**config.mk**
```make
export PLATFORM = sky130hd
export DESIGN_NAME = fetch
export DESIGN_NICKNAME = d
export VERILOG_FILES = /design/src/rtl/fetch_pkg.sv /design/src/rtl/fetch_fifo.sv /design/src/rtl/fetch.sv
export SDC_FILE = /design/constraint.sdc
export NUM_CORES = 1
export LEC_CHECK = 0
export BUFFER_PORTS_ARGS = -buffer_cell sky130_fd_sc_hd__clkbuf_2
export CORE_MARGIN = 4
export CORE_UTILIZATION = 50
export DETAILED_ROUTE_END_ITERATION = 6
export GPL_TIMING_DRIVEN = 0
export PLACE_DENSITY = 0.72
export REMOVE_ABC_BUFFERS = 1
export SLEW_MARGIN = 20
export SYNTH_ARGS = -nofsm -noshare
export SYNTH_HDL_FRONTEND = slang
export SYNTH_SLANG_ARGS = --single-unit
```
**constraint.sdc**
```tcl
create_clock -name clk -period 4.29 [get_ports clk]
set_input_delay 0.858 -clock clk [delete_from_list [all_inputs] [get_ports clk]]
set_output_delay 0.858 -clock clk [all_outputs]
set_load 0.03 [all_outputs]
```
**src/rtl/fetch_pkg.sv**
```systemverilog
// Shared constants, FSM state type and PC helpers for the instruction fetch unit.
package fetch_pkg;

    localparam int XLEN        = 32;
    localparam int INSTR_BYTES = 4;

    localparam logic [XLEN-1:0] DEFAULT_RESET_PC = 32'h0000_0000;

    typedef enum logic {
        ST_FETCH = 1'b0,
        ST_DRAIN = 1'b1
    } fetch_state_e;

    function automatic logic [XLEN-1:0] word_align(input logic [XLEN-1:0] addr);
        return {addr[XLEN-1:2], 2'b00};
    endfunction

    // Wraps modulo 2^XLEN by construction.
    function automatic logic [XLEN-1:0] next_pc(input logic [XLEN-1:0] pc);
        return pc + XLEN'(INSTR_BYTES);
    endfunction

endpackage

```
**src/rtl/fetch_fifo.sv**
```systemverilog
// Instruction buffer: DEPTH-entry FIFO with combinational head, push/pop and
// a flush that wins over both.
module fetch_fifo #(
    parameter int DEPTH = 2,
    parameter int WIDTH = 64
) (
    input  logic                   clk,
    input  logic                   rst_ni,
    input  logic                   push_i,
    input  logic [WIDTH-1:0]       push_data_i,
    input  logic                   pop_i,
    input  logic                   flush_i,
    output logic [WIDTH-1:0]       head_data_o,
    output logic                   full_o,
    output logic                   empty_o,
    output logic [$clog2(DEPTH):0] count_o
);

    localparam int AW = $clog2(DEPTH);

    logic [WIDTH-1:0] mem_q [DEPTH];
    logic [AW-1:0]    wr_ptr_q, wr_ptr_d;
    logic [AW-1:0]    rd_ptr_q, rd_ptr_d;
    logic [AW:0]      count_q, count_d;
    logic             do_push, do_pop;

    assign full_o      = (count_q == (AW+1)'(DEPTH));
    assign empty_o     = (count_q == '0);
    assign count_o     = count_q;
    assign head_data_o = mem_q[rd_ptr_q];
    assign do_push     = push_i && !full_o && !flush_i;
    assign do_pop      = pop_i && !empty_o;

    always_comb begin
        wr_ptr_d = wr_ptr_q;
        rd_ptr_d = rd_ptr_q;
        count_d  = count_q;
        if (flush_i) begin
            wr_ptr_d = '0;
            rd_ptr_d = '0;
            count_d  = '0;
        end else begin
            if (do_push) wr_ptr_d = wr_ptr_q + AW'(1);
            if (do_pop)  rd_ptr_d = rd_ptr_q + AW'(1);
            count_d = count_q + (AW+1)'(do_push) - (AW+1)'(do_pop);
        end
    end

    always_ff @(posedge clk or negedge rst_ni) begin
        if (!rst_ni) begin
            wr_ptr_q <= '0;
            rd_ptr_q <= '0;
            count_q  <= '0;
        end else begin
            wr_ptr_q <= wr_ptr_d;
            rd_ptr_q <= rd_ptr_d;
            count_q  <= count_d;
        end
    end

    // Storage needs no reset: the head is only observed when count is non-zero.
    always_ff @(posedge clk) begin
        if (do_push) mem_q[wr_ptr_q] <= push_data_i;
    end

endmodule

```
**src/rtl/fetch.sv**
```systemverilog
// Instruction fetch: credit-limited request issue, in-order response buffering
// and redirect handling that drains stale in-flight responses.
module fetch
    import fetch_pkg::*;
#(
    parameter logic [XLEN-1:0] RESET_PC = DEFAULT_RESET_PC,
    parameter int              DEPTH    = 2
) (
    input  logic            clk,
    input  logic            rst,
    output logic            imem_req_valid,
    input  logic            imem_req_ready,
    output logic [XLEN-1:0] imem_addr,
    input  logic            imem_rsp_valid,
    input  logic [XLEN-1:0] imem_rsp_data,
    input  logic            redirect,
    input  logic [XLEN-1:0] redirect_pc,
    output logic            out_valid,
    input  logic            out_ready,
    output logic [XLEN-1:0] next_instruction,
    output logic [XLEN-1:0] instr_pc
);

    localparam int CW = $clog2(DEPTH) + 1;

    fetch_state_e    state_q, state_d;
    logic [XLEN-1:0] fetch_pc_q, fetch_pc_d;
    logic [XLEN-1:0] rsp_pc_q, rsp_pc_d;
    logic [CW-1:0]   outst_q, outst_d;
    logic [CW:0]     credit_used;
    logic [CW-1:0]   fifo_count;
    logic            fifo_full, fifo_empty;
    logic [2*XLEN-1:0] fifo_head;
    logic            accept, rsp_take, push;

    always_comb begin
        credit_used = {1'b0, outst_q} + {1'b0, fifo_count};
        // Gated by rst so the request drops the moment reset is asserted.
        imem_req_valid = rst && (state_q == ST_FETCH) && !redirect
                         && (credit_used < (CW+1)'(DEPTH));
        accept   = imem_req_valid && imem_req_ready;
        rsp_take = imem_rsp_valid && (outst_q != '0);
        push     = rsp_take && (state_q == ST_FETCH) && !redirect && !fifo_full;
        outst_d  = outst_q + CW'(accept) - CW'(rsp_take);

        fetch_pc_d = fetch_pc_q;
        rsp_pc_d   = rsp_pc_q;
        state_d    = state_q;
        if (redirect) begin
            fetch_pc_d = word_align(redirect_pc);
            rsp_pc_d   = word_align(redirect_pc);
            state_d    = (outst_d != '0) ? ST_DRAIN : ST_FETCH;
        end else begin
            if (accept) fetch_pc_d = next_pc(fetch_pc_q);
            if (push)   rsp_pc_d   = next_pc(rsp_pc_q);
            if ((state_q == ST_DRAIN) && (outst_d == '0)) state_d = ST_FETCH;
        end
    end

    always_ff @(posedge clk or negedge rst) begin
        if (!rst) begin
            state_q    <= ST_FETCH;
            fetch_pc_q <= RESET_PC;
            rsp_pc_q   <= RESET_PC;
            outst_q    <= '0;
        end else begin
            state_q    <= state_d;
            fetch_pc_q <= fetch_pc_d;
            rsp_pc_q   <= rsp_pc_d;
            outst_q    <= outst_d;
        end
    end

    fetch_fifo #(
        .DEPTH (DEPTH),
        .WIDTH (2*XLEN)
    ) u_buf (
        .clk         (clk),
        .rst_ni      (rst),
        .push_i      (push),
        .push_data_i ({rsp_pc_q, imem_rsp_data}),
        .pop_i       (out_ready),
        .flush_i     (redirect),
        .head_data_o (fifo_head),
        .full_o      (fifo_full),
        .empty_o     (fifo_empty),
        .count_o     (fifo_count)
    );

    assign imem_addr        = fetch_pc_q;
    assign out_valid        = !fifo_empty;
    assign next_instruction = fifo_empty ? '0 : fifo_head[XLEN-1:0];
    assign instr_pc         = fifo_empty ? '0 : fifo_head[2*XLEN-1:XLEN];

endmodule

```
==> results.md <==
* Status: finished clean
* Congestion Overflow GR at 0
* Nets at 932
* Worst Max-Slew Pin Slew at around 1.2 ns
* Number of synthesized flops with an enable pin at ~120
* CTS Buffer Depth at 2
* CTS tree: built
* Largest net degree at the start of global routing at slightly above 50
* CP endpoint kind: flop
* RSZ-0062 raised after global routing: false
* Vias at 6233
* Max-capacitance violation count at 0
* FMAX at approximately 0.25 GHz
* Dominant cells by area after synthesis: edfxtp_1 44%, dfrtp_1 20%, mux2i_1 7.8%, nor2_1 3.9%, nand2_1 2.6%
* Commonest non-fill, non-tap cell in the layout: clkbuf_2
* Clock skew at 0.00943 ns
* Placed cell areas at 0.00971 mm^2
* Post-route cell area at between 0.01 and 0.015 mm^2
* R2r worst-path depth at 11
* Crit-path cells: clkbuf_2 -> or2_2 -> nor2_2 -> inv_1 -> ha_1 -> inv_1 -> ha_1 -> xnor2_1 -> xnor2_1 -> o21a_1
* Distinct cells, synth at 57
* Initial antenna violation count at 0
* Post-synthesis sequential area ratio at 0.632
* Critical Path AT at around 4.3 ns
* Warning count from the yosys run at 0
* Synth async-reset ratio at 0.351
* CORE AREA at around 0.017 mm^2
* CP Class: input pin to flop
* Clock transition at path regs at 0.07 ns
* FP Rows at 47
* Post-cts resize count at 1
* Reg2Reg Capture Point: state_q
* Most area-hungry cell type in the Yosys netlist: edfxtp_1
* Die area at between 0.015 and 0.02 mm^2
* DRC at 0
* Vias in the first global route at about 6200
* Final core utilization at 0.618
* Max Slew Vio Count at 0
* Crit path max fanout at 50
* Synth Flop Type: edfxtp_1
* Reg-to-Reg Start: u_buf.count_o[0]
* RePlAce Congestion at roughly 0.9
* Root Buffer: clkbuf_16
* Share of post-route cells with drive strength above 1 at 0.253
* First-pass GRT wire length at 31900 um
* Setup Buffers After CTS at 0
* Crit-path max cell delay at 0.59 ns
* Worst Path Buf+Inv at 3
* Io pins at ~170
* H-tree depth reported by CTS at 4
* Overall Global Routing Usage at 0.205
* Final hold viol count at 0
* Critical path launch point: redirect
* Flop-to-flop setup slack at around 0.52 ns
* CTS sink count at around 190
* Hold_buf cts at 0
* Final setup vio count at 0
* Ant. Diodes at 0
* Hold WS at 0.366 ns
* Power Total at ~6 mW
* Gate Count Post-Synth at about 700
* Initial Utilization at 0.513
* Die extent in x at around 140 um
* WL per Instance at between 15 and 20 um
* Worst EP required at approximately 4.6 ns
* Total CTS buffers at 17
* Post-DRT Antenna Nets at 0
* Port Buffers at about 160
* Area of the multi-input gates at just under 0.003 mm^2
* Netlist Area Pre-Place at around 0.0085 mm^2
* Final worst path period share at 0.926
* Pleak at 3.97 nW
* Critical path's top delay family: buffers and inverters
* Final Critical Period at approximately 4.0 ns
* Area Growth Syn to Fin at 20.3%
* Worst skew pair latency at between 0.4 and 0.5 ns
* Syn_area_per_cell at 12.2 um^2
* Flops & latches, synth at around 190
* Vias/cell at 5.73
* Max IR drop VDD at between 0.0003 and 0.0004 V
* Pre-antenna DRT Iters at 5
* Startpoint Class: input pin
* Initial DRC Count at between 400 and 500
* PwrDens at approximately 600 mW/mm^2
* Synth top area share at 0.436
* Die height at ~140 um
* Total wire length at about 20000 um
* Most frequent cells in the layout: 160 x clkbuf_2, 124 x edfxtp_1, 86 x nor2_1
* Hold crit path type: input pin to asynchronous set/reset pin
* Reg area at ~0.0054 mm^2
* Worst slew margin at 0.204
* CP max-delay cell: nor2_2
* Final HPWL DP at between 10000 and 15000 um
* Filler instances at about 1300
==> final cells by class <==
class,count,share of cell area
Sequential cell,191,0.526
Clock buffer,18,0.0418
Tap cell,220,0.0268
Clock inverter,14,0.0133
Timing Repair Buffer,169,0.0986
Multi-Input combinational cell,460,0.288
Inverter,16,0.00584
==> worst reg2reg max path, stage by stage, from the launching register on <==
cell and delay (ns):
dfrtp_1 0.44, and2_1 0.17, fa_1 0.45, nand4bb_1 0.29, nor2_2 0.61, inv_1 0.58, ha_1 0.45, inv_1 0.04
ha_1 0.18, xnor2_1 0.13, xnor2_1 0.15, o21a_1 0.18
==> registers in the layout, summed over array words and instances, names as in the netlist <==
| register | cells |
|---|---|
| u_buf.mem_q | 124 |
| imem_addr | 30 |
| rsp_pc_q | 30 |
| outst_q | 2 |
| u_buf.count_o | 2 |
| state_q | 1 |
| u_buf.rd_ptr_q | 1 |
| u_buf.wr_ptr_q | 1 |
==> per-layer routing <==
layer,track usage,vias up,wire (um)
li1,-,2925,-
met1,0.294,2936,8750
met2,0.309,344,8840
met3,0.0531,28,1870
met4,0.0649,0,353
met5,0,-,0
==> worst max-delay path by stage <==
| stage | slack (ns) | depth (start not counted) | to |
|---|---|---|---|
| global placement | -2.90 | 4 | u_buf.mem_q[0][63] |
| CTS | 0.38 | 10 | state_q |
| global route | 0.06 | 10 | state_q |
| floorplan | -0.55 | 3 | u_buf.mem_q[0][0] |
| finish | 0.32 | 10 | state_q |
| detailed placement | -0.50 | 10 | state_q |
==> per-stage QoR <==
step,setup WS (ns),instances,setup TNS (ns)
2_1_floorplan,-0.547,667,-34.17
3_3_place_gp,-2.90,1048,-320.07
3_5_place_dp,-0.503,1056,-1.10
4_1_cts,0.378,1088,0
5_1_grt,0.0630,1088,0
6_report,0.317,1088,0
==> synth_stat cells, types with 8 or more instances <==
cell and number:
clkbuf_1 26, dfrtp_1 67, edfxtp_1 124, inv_1 16, mux2i_1 67, nand2_1 60, nand3_1 40, nand4_1 23
nor2_1 89, nor3_1 10, o211ai_1 18, o21ai_0 24, o311ai_0 12, xnor2_1 15, xor2_1 8
==> power by group <==
part | switching (mW) | internal (mW)
Sequential | 0.215 | 2.19
Combinational | 1.50 | 0.741
Clock | 0.731 | 0.777
==> kinds of logic after synthesis <==
family          count (synthesis)  share of synthesized area
compound gates                 89                     0.0744
xor+xnor                       23                     0.0236
fa+ha+maj                       7                     0.0111
buf+inv                        51                     0.0253
flops                         191                      0.632
mux                            71                     0.0837
other cells                     1                   0.000439
simple gates                  266                      0.149
Note: power is estimated with default switching activity, not from simulation.
